==> src/rtl/uart_rx_frame_if.sv <==
// Serial-line bundle for uart_rx_frame: line input plus decoded character and status.
// master = line driver / consumer side, slave = the receiver.
interface uart_rx_frame_if;
  logic       s_in;
  logic       received;
  logic [6:0] received_data;
  logic       check;
  logic       frame_err;
  logic       busy;

  modport master (
    output s_in,
    input  received, received_data, check, frame_err, busy
  );

  modport slave (
    input  s_in,
    output received, received_data, check, frame_err, busy
  );
endinterface

==> src/rtl/uart_rx_frame.sv <==
// Oversampling receiver for a 7-bit + even-parity UART frame (start, d0..d6, parity, stop).
// Define UART_RX_SYNC_EN to pass s_in through a 2-flop synchronizer (all timing +2 cycles).
module uart_rx_frame #(
  parameter logic        START_SIG    = 1'b1,
  parameter int unsigned CLKS_PER_BIT = 16
) (
  input logic            clk,
  input logic            rst,
  uart_rx_frame_if.slave bus
);

  localparam int unsigned     CW        = (CLKS_PER_BIT > 1) ? $clog2(CLKS_PER_BIT) : 1;
  localparam logic [CW-1:0]   HALF_LAST = CW'(CLKS_PER_BIT / 2 - 1);
  localparam logic [CW-1:0]   BIT_LAST  = CW'(CLKS_PER_BIT - 1);
  localparam logic [CW-1:0]   CNT_ONE   = CW'(1);

  typedef enum logic [2:0] {
    S_IDLE, S_START, S_DATA, S_PARITY, S_STOP, S_BREAK
  } state_e;

  state_e          state_q, state_d;
  logic [CW-1:0]   cnt_q, cnt_d;
  logic [2:0]      bit_q, bit_d;
  logic [6:0]      shift_q, shift_d;
  logic            par_q, par_d;
  logic            received_q, received_d;
  logic [6:0]      data_q, data_d;
  logic            check_q, check_d;
  logic            ferr_q, ferr_d;
  logic            s;

`ifdef UART_RX_SYNC_EN
  logic sync1_q, sync2_q;

  always_ff @(posedge clk) begin
    if (rst) begin
      sync1_q <= ~START_SIG;
      sync2_q <= ~START_SIG;
    end else begin
      sync1_q <= bus.s_in;
      sync2_q <= sync1_q;
    end
  end

  assign s = sync2_q;
`else
  assign s = bus.s_in;
`endif

  always_ff @(posedge clk) begin
    if (rst) begin
      state_q    <= S_IDLE;
      cnt_q      <= '0;
      bit_q      <= '0;
      shift_q    <= '0;
      par_q      <= 1'b0;
      received_q <= 1'b0;
      data_q     <= '0;
      check_q    <= 1'b0;
      ferr_q     <= 1'b0;
    end else begin
      state_q    <= state_d;
      cnt_q      <= cnt_d;
      bit_q      <= bit_d;
      shift_q    <= shift_d;
      par_q      <= par_d;
      received_q <= received_d;
      data_q     <= data_d;
      check_q    <= check_d;
      ferr_q     <= ferr_d;
    end
  end

  always_comb begin
    state_d    = state_q;
    cnt_d      = cnt_q;
    bit_d      = bit_q;
    shift_d    = shift_q;
    par_d      = par_q;
    received_d = 1'b0;
    data_d     = data_q;
    check_d    = check_q;
    ferr_d     = 1'b0;

    unique case (state_q)
      S_IDLE: begin
        if (s == START_SIG) begin
          state_d = S_START;
          cnt_d   = '0;
        end
      end
      S_START: begin
        // Mid-bit re-check filters glitches shorter than half a bit
        if (cnt_q == HALF_LAST) begin
          cnt_d   = '0;
          bit_d   = '0;
          state_d = (s == START_SIG) ? S_DATA : S_IDLE;
        end else begin
          cnt_d = cnt_q + CNT_ONE;
        end
      end
      S_DATA: begin
        if (cnt_q == BIT_LAST) begin
          cnt_d   = '0;
          shift_d = {s, shift_q[6:1]};
          if (bit_q == 3'd6) begin
            state_d = S_PARITY;
          end else begin
            bit_d = bit_q + 3'd1;
          end
        end else begin
          cnt_d = cnt_q + CNT_ONE;
        end
      end
      S_PARITY: begin
        if (cnt_q == BIT_LAST) begin
          cnt_d   = '0;
          par_d   = s;
          state_d = S_STOP;
        end else begin
          cnt_d = cnt_q + CNT_ONE;
        end
      end
      S_STOP: begin
        if (cnt_q == BIT_LAST) begin
          cnt_d = '0;
          if (s != START_SIG) begin
            received_d = 1'b1;
            data_d     = shift_q;
            check_d    = ((^shift_q) == par_q);
            state_d    = S_IDLE;
          end else begin
            ferr_d  = 1'b1;
            state_d = S_BREAK;
          end
        end else begin
          cnt_d = cnt_q + CNT_ONE;
        end
      end
      S_BREAK: begin
        if (s != START_SIG) begin
          state_d = S_IDLE;
        end
      end
      default: begin
        state_d = S_IDLE;
      end
    endcase
  end

  assign bus.received      = received_q;
  assign bus.received_data = data_q;
  assign bus.check         = check_q;
  assign bus.frame_err     = ferr_q;
  assign bus.busy          = (state_q != S_IDLE);

endmodule

==> src/flat_wrapper.sv <==
// flat-port wrapper written by rule: the top's interface ports become plain ports
module uart_rx_frame_flat 
#(
  parameter logic        START_SIG    = 1'b1,
  parameter int unsigned CLKS_PER_BIT = 16
)
  (clk, rst, bus_s_in, bus_received, bus_received_data, bus_check, bus_frame_err, bus_busy);
  uart_rx_frame_if bus_i ();
  input logic clk;
  input logic rst;
  input wire logic [$bits(bus_i.s_in)-1:0] bus_s_in;
  output wire logic [$bits(bus_i.received)-1:0] bus_received;
  output wire logic [$bits(bus_i.received_data)-1:0] bus_received_data;
  output wire logic [$bits(bus_i.check)-1:0] bus_check;
  output wire logic [$bits(bus_i.frame_err)-1:0] bus_frame_err;
  output wire logic [$bits(bus_i.busy)-1:0] bus_busy;
  assign bus_i.s_in = bus_s_in;
  assign bus_received = bus_i.received;
  assign bus_received_data = bus_i.received_data;
  assign bus_check = bus_i.check;
  assign bus_frame_err = bus_i.frame_err;
  assign bus_busy = bus_i.busy;
  uart_rx_frame #(.START_SIG(START_SIG), .CLKS_PER_BIT(CLKS_PER_BIT)) u_core (.clk(clk), .rst(rst), .bus(bus_i));
endmodule
==> config.mk <==
export PLATFORM = sky130hd
export DESIGN_NAME = uart_rx_frame_flat
export DESIGN_NICKNAME = d
export VERILOG_FILES = /design/src/rtl/uart_rx_frame_if.sv /design/src/rtl/uart_rx_frame.sv /design/src/flat_wrapper.sv
export SDC_FILE = /design/constraint.sdc
export NUM_CORES = 1
export LEC_CHECK = 0
export CORE_AREA = 2 2 67 69
export CTS_CLUSTER_SIZE = 8
export DETAILED_ROUTE_END_ITERATION = 10
export DIE_AREA = 0 0 69 71
export HOLD_SLACK_MARGIN = 0.12
export SYNTH_ARGS = -nofsm -noshare
export SYNTH_HDL_FRONTEND = slang
export SYNTH_SLANG_ARGS = --single-unit
export TNS_END_PERCENT = 100
==> constraint.sdc <==
create_clock -name clk -period 2.4 [get_ports clk]
set_clock_uncertainty 0.2 [all_clocks]
set_input_delay 0.48 -clock clk [delete_from_list [all_inputs] [get_ports clk]]
set_output_delay 0.48 -clock clk [all_outputs]
set_load 0.02 [all_outputs]
Word-level counts from Yosys, hierarchy flattened
Cells that the tools add are included.
Operators by class
  $add $sub $neg: 2
  eq/ne operators: 17
  mux-type cells: 20
  bitwise gates (word level): 3
  reductions and logical operators: 13
Operators by type and width (number)
  $mux 3: 11
  $pmux 3 s6: 1
  $mux 4: 3
  $pmux 4 s3: 1
  $ne 2x1->1 const B: 5
  $eq 3x3->1 const B: 3
  $reduce_and 7->1: 1
  $reduce_xor 7->1: 1
  $eq 3x2->1 const B: 2
  $ne 2x2->1 const B: 3
  $pmux 3 s2: 1
  $reduce_and 2->1: 3
  $reduce_bool 3->1: 2
  $reduce_or 3->1: 2
  $add 4x1->4 const B: 1
  $eq 4x3->1 const B: 1
  $eq 4x4->1 const B: 1
  $reduce_and 4->1: 1
  $add 3x1->3 const B: 1
  $eq 3x1->1 const B: 1
  $logic_not 3->1: 1
  $not 1->1: 3
  $reduce_and 3->1: 1
  $mux 1: 2
  3 further kinds: 3
Storage, ports and cells
  flip-flop bits (word level): 28
  input port bits: 3
  logic and storage cells: 64

Logic depth before layout (Yosys ltp)
Gate-level depths: netlist of run 1.
  depth in word-level cells: 4
  gate-level depth with buffers: 7

Least setup slack after synthesis of run 1
No wires, ideal clock.
  path type: reg-to-reg
  from: register u_core.cnt_q[0]
  to: register u_core.check_q (netlist: u_core.bus.check)
  setup time: 0.114 ns
  data arrival time: 1.442 ns
  required time: 2.086 ns
  setup slack: 0.644 ns
  stages on the path, launching flop included: 8
  path buffers: 2
  clock period less this slack: 1.756 ns
  path through: dfxtp_1 -> ha_1 -> and3_1 -> buf_6 -> and3_1 -> buf_2 -> nor3b_1 -> a21o_1
Between the ends
  cells in the longest elaborated chain, start to end: 2
Ends and longest elaborated chain
  start: declaration: line uart_rx_frame.sv:22  | logic [CW-1:0] cnt_q, cnt_d;
  start signal: assignment: line uart_rx_frame.sv:63  | cnt_q <= cnt_d;
  $eq 4x4->1: line uart_rx_frame.sv:125  | if (cnt_q == BIT_LAST) begin
  $reduce_and 3->1 (no source line)
  end signal: assignment: line uart_rx_frame.sv:69  | check_q <= check_d;
  end: declaration: line uart_rx_frame.sv:28  | logic check_q, check_d;
No other way between the ends.
A chain may end at the register's enable or synchronous reset.

Final worst setup path of run 1
  from: register u_core.state_q[0]
  to: output port bus_busy
Between the ends
  cells in the longest elaborated chain, start to end: 1
Ends and longest elaborated chain
  start: declaration: line uart_rx_frame.sv:21  | state_e state_q, state_d;
  start signal: assignment: line uart_rx_frame.sv:62  | state_q <= state_d;
  $reduce_bool 3->1: line uart_rx_frame.sv:155  | assign bus.busy = (state_q != S_IDLE);
  end: declaration: line flat_wrapper.sv:16  | output wire logic [$bits(bus_i.busy)-1:0] bus_busy;
No other way between the ends.

==> results of run 1 <==
[kinds of logic after synthesis]
logic type                 after synthesis
and+or+nand+nor                         68
AOI/OAI and AO/OA                       33
DFF                                     28
buffers and inverters                   14
muxes                                    9
xor gates and xnor gates                 7
adders and majority gates                3
[worst max-delay path by stage]
stage	startpoint	end	slack [ns]	cells after the start
global placement	bus_s_in	u_core.bus.check	0.23	5
global route	u_core.state_q[0]	bus_busy	0.11	2
finish	u_core.state_q[0]	bus_busy	0.15	2
floorplan	u_core.cnt_q[0]	u_core.bus.check	0.64	7
detailed placement	bus_s_in	u_core.bus.check	0.16	5
CTS	u_core.state_q[0]	bus_busy	0.14	2
[through the flow]
stage               hold slack, ns  instances  cell area, µm²  setup slack, ns
floorplan                    0.249        162            1430            0.644
global placement             0.249        220            1610            0.229
detailed placement           0.249        220            1610            0.165
CTS                          0.262        224            1680            0.144
global route                 0.276        224            1680            0.109
finish                       0.257        224            1680            0.150
[critical path, stage by stage (launching register included)]
cell and delay (ns):
dfxtp_1 0.37, or3_1 0.37, clkdlybuf4s50_1 0.56
[cell usage after synthesis (2+ instances only)]
cell,number,area (µm²)
buf_2,7,35.0
nor3b_1,4,30.0
nand4b_1,2,17.5
a211oi_1,2,15.0
and3_1,2,12.5
nand2_1,23,86.3
nand3b_1,3,22.5
a311oi_1,2,17.5
ha_1,3,37.5
mux2i_1,9,90.1
o21ai_1,2,10.0
a31oi_1,3,18.8
clkbuf_1,3,11.3
and3b_1,2,17.5
nand3_1,5,25.0
a21o_1,2,15.0
xnor2_1,7,61.3
inv_1,2,7.51
nor2_1,13,48.8
a21oi_1,14,70.1
nor3_1,4,20.0
dfxtp_1,28,561
[layout make-up]
class                   count  area [µm²]  share of cell area
multi-input cells         120         792               0.472
flip-flops and latches     28         561               0.334
repair buffers             18         180               0.107
well taps                  52        65.1              0.0388
clock buffers               3        41.3              0.0246
clock inverters             1        30.0              0.0179
inverters                   2        7.51             0.00448
[layout by cell type (no fill, tap or decap), types with 2 or more instances in the layout]
master,count
dfxtp_1,28
nand2_1,23
a21oi_1,14
nor2_1,13
clkdlybuf4s50_1,13
mux2i_1,9
xnor2_1,7
nand3_1,5
nor3_1,4
nor3b_1,4
buf_4,4
nand3b_1,3
a31oi_1,3
ha_1,3
clkbuf_8,3
inv_1,2
and3_1,2
a311oi_1,2
and3b_1,2
o21ai_1,2
a21o_1,2
nand4b_1,2
a211oi_1,2
[registers in the layout, indices dropped and copies added, names as in the netlist]
name	flops
u_core.state_q	3
u_core.bus.received	1
u_core.par_q	1
u_core.cnt_q	4
u_core.bus.check	1
u_core.bus.frame_err	1
u_core.bit_q	3
u_core.bus.received_data	7
u_core.shift_q	7
[metal layers]
metal / vias up / GRT usage / part of all wire
met5: - / 0 / 0
met4: 0 / 0.0566 / 0.015
met3: 4 / 0.0242 / 0.033
met2: 22 / 0.197 / 0.46
met1: 544 / 0.165 / 0.49
li1: 598 / - / -
[power by group]
group | internal, W | total [W] | switching (W)
Sequential | 0.000472 | 0.000482 | 0.0000106
Clock | 0.000223 | 0.000369 | 0.000145
Combinational | 0.0000548 | 0.000123 | 0.0000686
==> flow_summary.ini, run 1 <==
[yosys]
synth_adder_area_share = 0.0263
synth_top_family_by_area = simple AND/OR/NAND/NOR gates
synth_cells = 162
synthMuxAreaShare = 0.0632
synth_compound_area_frac = 0.164
ys_warn_count = 0
synth_edf_count = 0
syn-cell-area_mm2 = 0.00143
seq_area_frac_synth = 0.393
ys_types = 42
synth_xor_area_frac = 0.0430
synth_fp_nets = 168
async_reset_ff_frac = 0
synth-main-ff-cell = dfxtp_1
synth_seq_cells = 28
synthSimpleGateAreaFrac = 0.259
avgSynthCellArea_um2 = 8.80

[routing]
avgRoutedWirePerCell_um = 12.9
num_vias = 1168
routed_wirelength_mm = 2.89
first_pass_iters = 4
drcViolationCount = 0
ant_nets = 0
avgViaCountPerCell = 5.21
drt_iter0_markers = 31

[global_routing]
track_usage = 0.124
grt_pass1_wl_mm = 5.06
grt_overflow = 0
antenna_found_initial = 0
grt_max_degree = 30
grt_pass1_vias = 1123

[min_path]
hold_class = reg -> reg
hold_end = u_core.bus.received_data[3]
min-delay-start = u_core.bus.received_data[3]
worstHoldPathCells = 2

[final_layout]
fill_cells = 430
n_antenna_cell = 0
final_nets = 179
final_util = 0.399
drive_gt1_frac = 0.0872
area_growth_pct = 17.6

[place]
dp_hpwl_mm = 2.04
gp_congestion = 0.756
io_buffers = 13

[sta]
finalCritPeriodShare = 0.937
slew_viol_final = 0
fin_crit_ns = 2.25
final_hold_viol_count = 0
rsz0062_at_grt = no
setup_violations = 0
fin_setup_tns_ns = 0
max_freq_mhz = 444
maxSlewHeadroom = 0.660
worst_slew_pin_slew_ns = 0.509

[worst_setup_path]
path_class = reg -> out
crit_path_start_kind = register
endpoint_kind = primary output
arrival_ns = 1.57
r2r_slack_ns = 0.22
r2r_start = u_core.cnt_q[0]
crit_fanout = 6
r2r-end = u_core.bit_q[0]
required_ns = 1.72
r2r_cells = 5

[clock_network]
cts_root_buf = clkbuf_8
post-cts-setup-buffer-count = 0
cts_buffers = 3
insertion_delay_ns = 0.27
cts_sinks = 28
cts_buffer_depth = 2
htree_num_levels = 1
ctsHoldBuffers = 0
post_cts_resized = 0
clkTransAtPathRegs_ns = 0.10
cts_tree = yes

[floorplan]
fp.dieH_um = 71
num_rows = 24
design.core.area_mm2 = 0.00420
ioPinCount = 14
die-area_mm2 = 0.00490
start_util = 0.339
die_x_um = 69

[pwr]
pwr_density_cell_mw_per_mm2 = 581
cellLeakagePower_nw = 0.560
total_power_w = 0.000974
max-vdd-ir-drop_uv = 369

[status]
status = complete, no violations

[job]
drv_cap = 0
Note: power is estimated with default switching activity, not from simulation.
==> run 2, diff against run 1 <==
==> constraint.sdc (replaced) <==
create_clock -name clk -period 2.19 [get_ports clk]
set_clock_uncertainty 0.2 [all_clocks]
set_input_delay 0.438 -clock clk [delete_from_list [all_inputs] [get_ports clk]]
set_output_delay 0.438 -clock clk [all_outputs]
set_load 0.02 [all_outputs]
==> flow_summary.ini, run 2 (synthesis results as in run 1) <==
[sta]
fin_setup_tns_ns = 0
maxSlewHeadroom = 0.750
max_freq_mhz = 503
worst_slew_pin_slew_ns = 0.374
setup_violations = 0
slew_viol_final = 0
rsz0062_at_grt = no
fin_crit_ns = 1.99
final_hold_viol_count = 0
finalCritPeriodShare = 0.907

[clock_network]
cts_tree = yes
htree_num_levels = 1
cts_sinks = 28
cts_buffers = 3
cts_root_buf = clkbuf_8
insertion_delay_ns = 0.28
cts_buffer_depth = 2
ctsHoldBuffers = 0
clkTransAtPathRegs_ns = 0.10

[pwr]
swShare = 0.234
switching_power_w = 0.000252
comb_power_share = 0.134
max-vdd-ir-drop_uv = 228
pwr-share-clk = 0.381
seq_power_share = 0.485
internal_power_w = 0.000823
pwr_density_cell_mw_per_mm2 = 624
cellLeakagePower_nw = 0.601

[floorplan]
num_rows = 24
ioPinCount = 14
die-area_mm2 = 0.00490
die_x_um = 69
design.core.area_mm2 = 0.00420
start_util = 0.339
fp.dieH_um = 71

[place]
gp_congestion = 0.737
dp_hpwl_mm = 2.26
placed_area_mm2 = 0.00165
io_buffers = 13

[routing]
routed_wirelength_mm = 3.00
num_vias = 1215
drt_iter0_markers = 53
ant_nets = 0
drcViolationCount = 0
avgViaCountPerCell = 5.24
avgRoutedWirePerCell_um = 12.9
first_pass_iters = 4

[final_layout]
area_growth_pct = 20.9
postLayoutCellArea_mm2 = 0.00172
n_antenna_cell = 0
fill_cells = 432
final_nets = 187
final_util = 0.410
drive_gt1_frac = 0.128
layout_commonest_cell = dfxtp_1
final_cell_mix = 28 x dfxtp_1, 23 x nand2_1, 14 x a21oi_1

[worst_setup_path]
crit_path_start_kind = register
endpoint_kind = primary output
crit_fanout = 2
required_ns = 1.55
arrival_ns = 1.35
path_class = reg -> out

[global_routing]
antenna_found_initial = 0
grt_pass1_vias = 1186
grt_max_degree = 26
grt_pass1_wl_mm = 5.33
track_usage = 0.133
grt_overflow = 0

[status]
status = complete, no violations

[job]
drv_cap = 0

[min_path]
hold_class = reg -> reg
-- run 2: metal layers --
layer | global-route usage | vias up | routed length [µm]
met2 | 0.231 | 21 | 1440
met3 | 0.0214 | 4 | 89
li1 | - | 612 | -
met5 | 0 | - | 0
met1 | 0.168 | 578 | 1450
met4 | 0.0458 | 0 | 24
-- run 2: final timing paths --
path	slack, ns	endpoint	depth (start not counted)	start
setup / recovery	0.20	bus_busy	2	u_core.state_q[2]
hold / removal	0.26	u_core.bus.received_data[5]	2	u_core.bus.received_data[5]
setup reg to reg	0.23	u_core.bus.received_data[3]	7	u_core.cnt_q[1]
hold reg to reg	0.26	u_core.bus.received_data[5]	2	u_core.bus.received_data[5]
-- run 2: area by class of cell --
class | instances | area (µm²) | area share
clock buffer | 3 | 41.3 | 0.0240
clock inverter | 1 | 30.0 | 0.0174
inverter | 2 | 7.51 | 0.00436
multi-input combinational | 120 | 792 | 0.460
sequential | 28 | 561 | 0.325
tap | 52 | 65.1 | 0.0378
timing repair buffer | 26 | 226 | 0.131
-- run 2: power groups by stage --
| stage | logic [W] | registers (W) | clock network (W) |
|---|---|---|---|
| 2_1_floorplan | 0.000101 | 0.000537 | 0 |
| 3_3_place_gp | 0.000144 | 0.000533 | 0 |
| 3_5_place_dp | 0.000147 | 0.000533 | 0 |
| 4_1_cts | 0.000145 | 0.000521 | 0.000417 |
| 5_1_grt | 0.000159 | 0.000522 | 0.000438 |
| 6_report | 0.000144 | 0.000521 | 0.000410 |
-- run 2: per-stage QoR --
stage	hold WS [ns]	power (W)	cells	worst slack [ns]
after global routing	0.279	0.00112	232	0.0995
after detailed placement	0.250	0.000680	228	0.0441
after global placement	0.249	0.000677	228	0.133
after CTS	0.264	0.00108	232	0.207
after floorplan	0.249	0.000638	162	0.434
final	0.260	0.00108	232	0.203
-- run 2: worst max-delay path, stage by stage (launching register included) --
cell and delay (ns):
dfxtp_1 0.32, or3_1 0.41, dlygate4sd2_1 0.34
-- run 2: timing repair --
| item | in CTS | in global routing |
|---|---|---|
| setup endpoints to repair | 1 | 0 |
| hold endpoints to repair | 0 | 0 |
| buffers inserted | 0 | 0 |
| gates resized for setup | 1 | 0 |
==> run 3, diff against run 2 <==
--- a/config.mk
+++ b/config.mk
@@ -10,6 +10,7 @@
 export DETAILED_ROUTE_END_ITERATION = 10
 export DIE_AREA = 0 0 69 71
 export HOLD_SLACK_MARGIN = 0.12
+export SETUP_SLACK_MARGIN = 0.15
 export SYNTH_ARGS = -nofsm -noshare
 export SYNTH_HDL_FRONTEND = slang
 export SYNTH_SLANG_ARGS = --single-unit
==> constraint.sdc (replaced) <==
create_clock -name clk -period 2.44 [get_ports clk]
set_clock_uncertainty 0.2 [all_clocks]
set_input_delay 0.488 -clock clk [delete_from_list [all_inputs] [get_ports clk]]
set_output_delay 0.488 -clock clk [all_outputs]
set_load 0.02 [all_outputs]
==> flow_summary.ini, run 3 (synthesis results as in run 1) <==
[worst_setup_path]
required_ns = 1.75
r2r_slack_ns = 0.40
crit_path_start_kind = register
r2r_start = u_core.cnt_q[0]
r2r_cells = 5
cp-startpoint = u_core.state_q[2]
path_class = reg -> out
crit_fanout = 2
endpoint = bus_busy
endpoint_kind = primary output
arrival_ns = 1.56
r2r-end = u_core.bit_q[0]

[place]
io_buffers = 13
dp_hpwl_mm = 2.07
gp_congestion = 0.761
post-place-ws_ns = 0.199
dpl.cell_count = 220

[clock_network]
cts_sinks = 28
cts_root_buf = clkbuf_8
cts_tree = yes
clkTransAtPathRegs_ns = 0.10
post-cts-setup-buffer-count = 0
insertion_delay_ns = 0.27
cts_buffers = 3
cts_buffer_depth = 2
htree_num_levels = 1

[floorplan]
die-area_mm2 = 0.00490
start_util = 0.339
die_x_um = 69
ioPinCount = 14
fp.dieH_um = 71
num_rows = 24
design.core.area_mm2 = 0.00420

[final_layout]
n_antenna_cell = 0
final_cell_count_no_fill = 224
drive_gt1_frac = 0.0988
fill_cells = 432
final_cell_mix = 28 x dfxtp_1, 23 x nand2_1, 14 x a21oi_1
layout_commonest_cell = dfxtp_1
area_growth_pct = 17.7
final_nets = 179

[sta]
setup_violations = 0
finalCritPeriodShare = 0.920
fin_crit_ns = 2.24
slew_viol_final = 0
max_freq_mhz = 446
rsz0062_at_grt = no
worst_slew_pin_slew_ns = 0.378
maxSlewHeadroom = 0.748
final_hold_viol_count = 0
fin_ws_ns = 0.195
fin_setup_tns_ns = 0

[routing]
drt_iter0_markers = 83
avgRoutedWirePerCell_um = 13.0
ant_nets = 0
routed_wirelength_mm = 2.91
drcViolationCount = 0
first_pass_iters = 5
avgViaCountPerCell = 5.27
num_vias = 1180

[global_routing]
grt_overflow = 0
antenna_found_initial = 0
track_usage = 0.125
grt_pass1_vias = 1082
grt_pass1_wl_mm = 5.00
grt_max_degree = 30

[status]
status = complete, no violations

[pwr]
max-vdd-ir-drop_uv = 217
pwr_density_cell_mw_per_mm2 = 573
total_power_w = 0.000961
cellLeakagePower_nw = 0.557

[min_path]
hold_class = reg -> reg

[job]
drv_cap = 0
## run 3: report_power, final
part / leakage [nW] / internal [W] / switching, W
clock: 0.0357 / 0.000219 / 0.000145
combinational: 0.295 / 0.0000541 / 0.0000693
sequential: 0.226 / 0.000464 / 0.00000954
total: 0.557 / 0.000737 / 0.000224
## run 3: metrics by stage
step,util,instance area (µm²),hold WS [ns]
after floorplan,-,1430,0.249
after global placement,0.382,1610,0.249
after detailed placement,0.382,1610,0.250
after CTS,0.399,1680,0.263
after global routing,0.399,1680,0.277
final,0.399,1680,0.260
## run 3: area by class of cell
cell class | instances | area [µm²] | share of cell area
inverter | 2 | 7.51 | 0.00447
tap | 52 | 65.1 | 0.0388
clock buffer | 3 | 41.3 | 0.0246
sequential | 28 | 561 | 0.334
multi-input combinational | 120 | 793 | 0.473
clock inverter | 1 | 30.0 | 0.0179
timing repair buffer | 18 | 180 | 0.107
## run 3: worst max-delay path, stage by stage (launching register included)
cell and delay, ns:
dfxtp_1 0.33, or3_1 0.41, clkdlybuf4s50_1 0.55
## run 3: worst min path at each step
stage	startpoint	end	slack, ns	depth (start not counted)
after floorplan	u_core.bit_q[2]	u_core.bit_q[2]	0.25	1
after global routing	u_core.bus.received_data[5]	u_core.bus.received_data[5]	0.28	2
after global placement	u_core.bus.received_data[4]	u_core.bus.received_data[4]	0.25	2
final	u_core.bus.received_data[6]	u_core.bus.received_data[6]	0.26	2
after CTS	u_core.bus.received_data[5]	u_core.bus.received_data[5]	0.26	2
after detailed placement	u_core.bus.received_data[5]	u_core.bus.received_data[5]	0.25	2
## run 3: repair_timing
action,CTS,global route
gates resized for setup,0,2
hold buffers,0,0
setup endpoints to repair,0,2
## run 3: routing by layer
| metal | track usage | vias up | wire, µm |
|---|---|---|---|
| met5 | 0 | - | 0 |
| met4 | 0.0697 | 0 | 55 |
| met3 | 0.0256 | 4 | 100 |
| met2 | 0.185 | 24 | 1330 |
| met1 | 0.170 | 556 | 1420 |
| li1 | - | 596 | - |
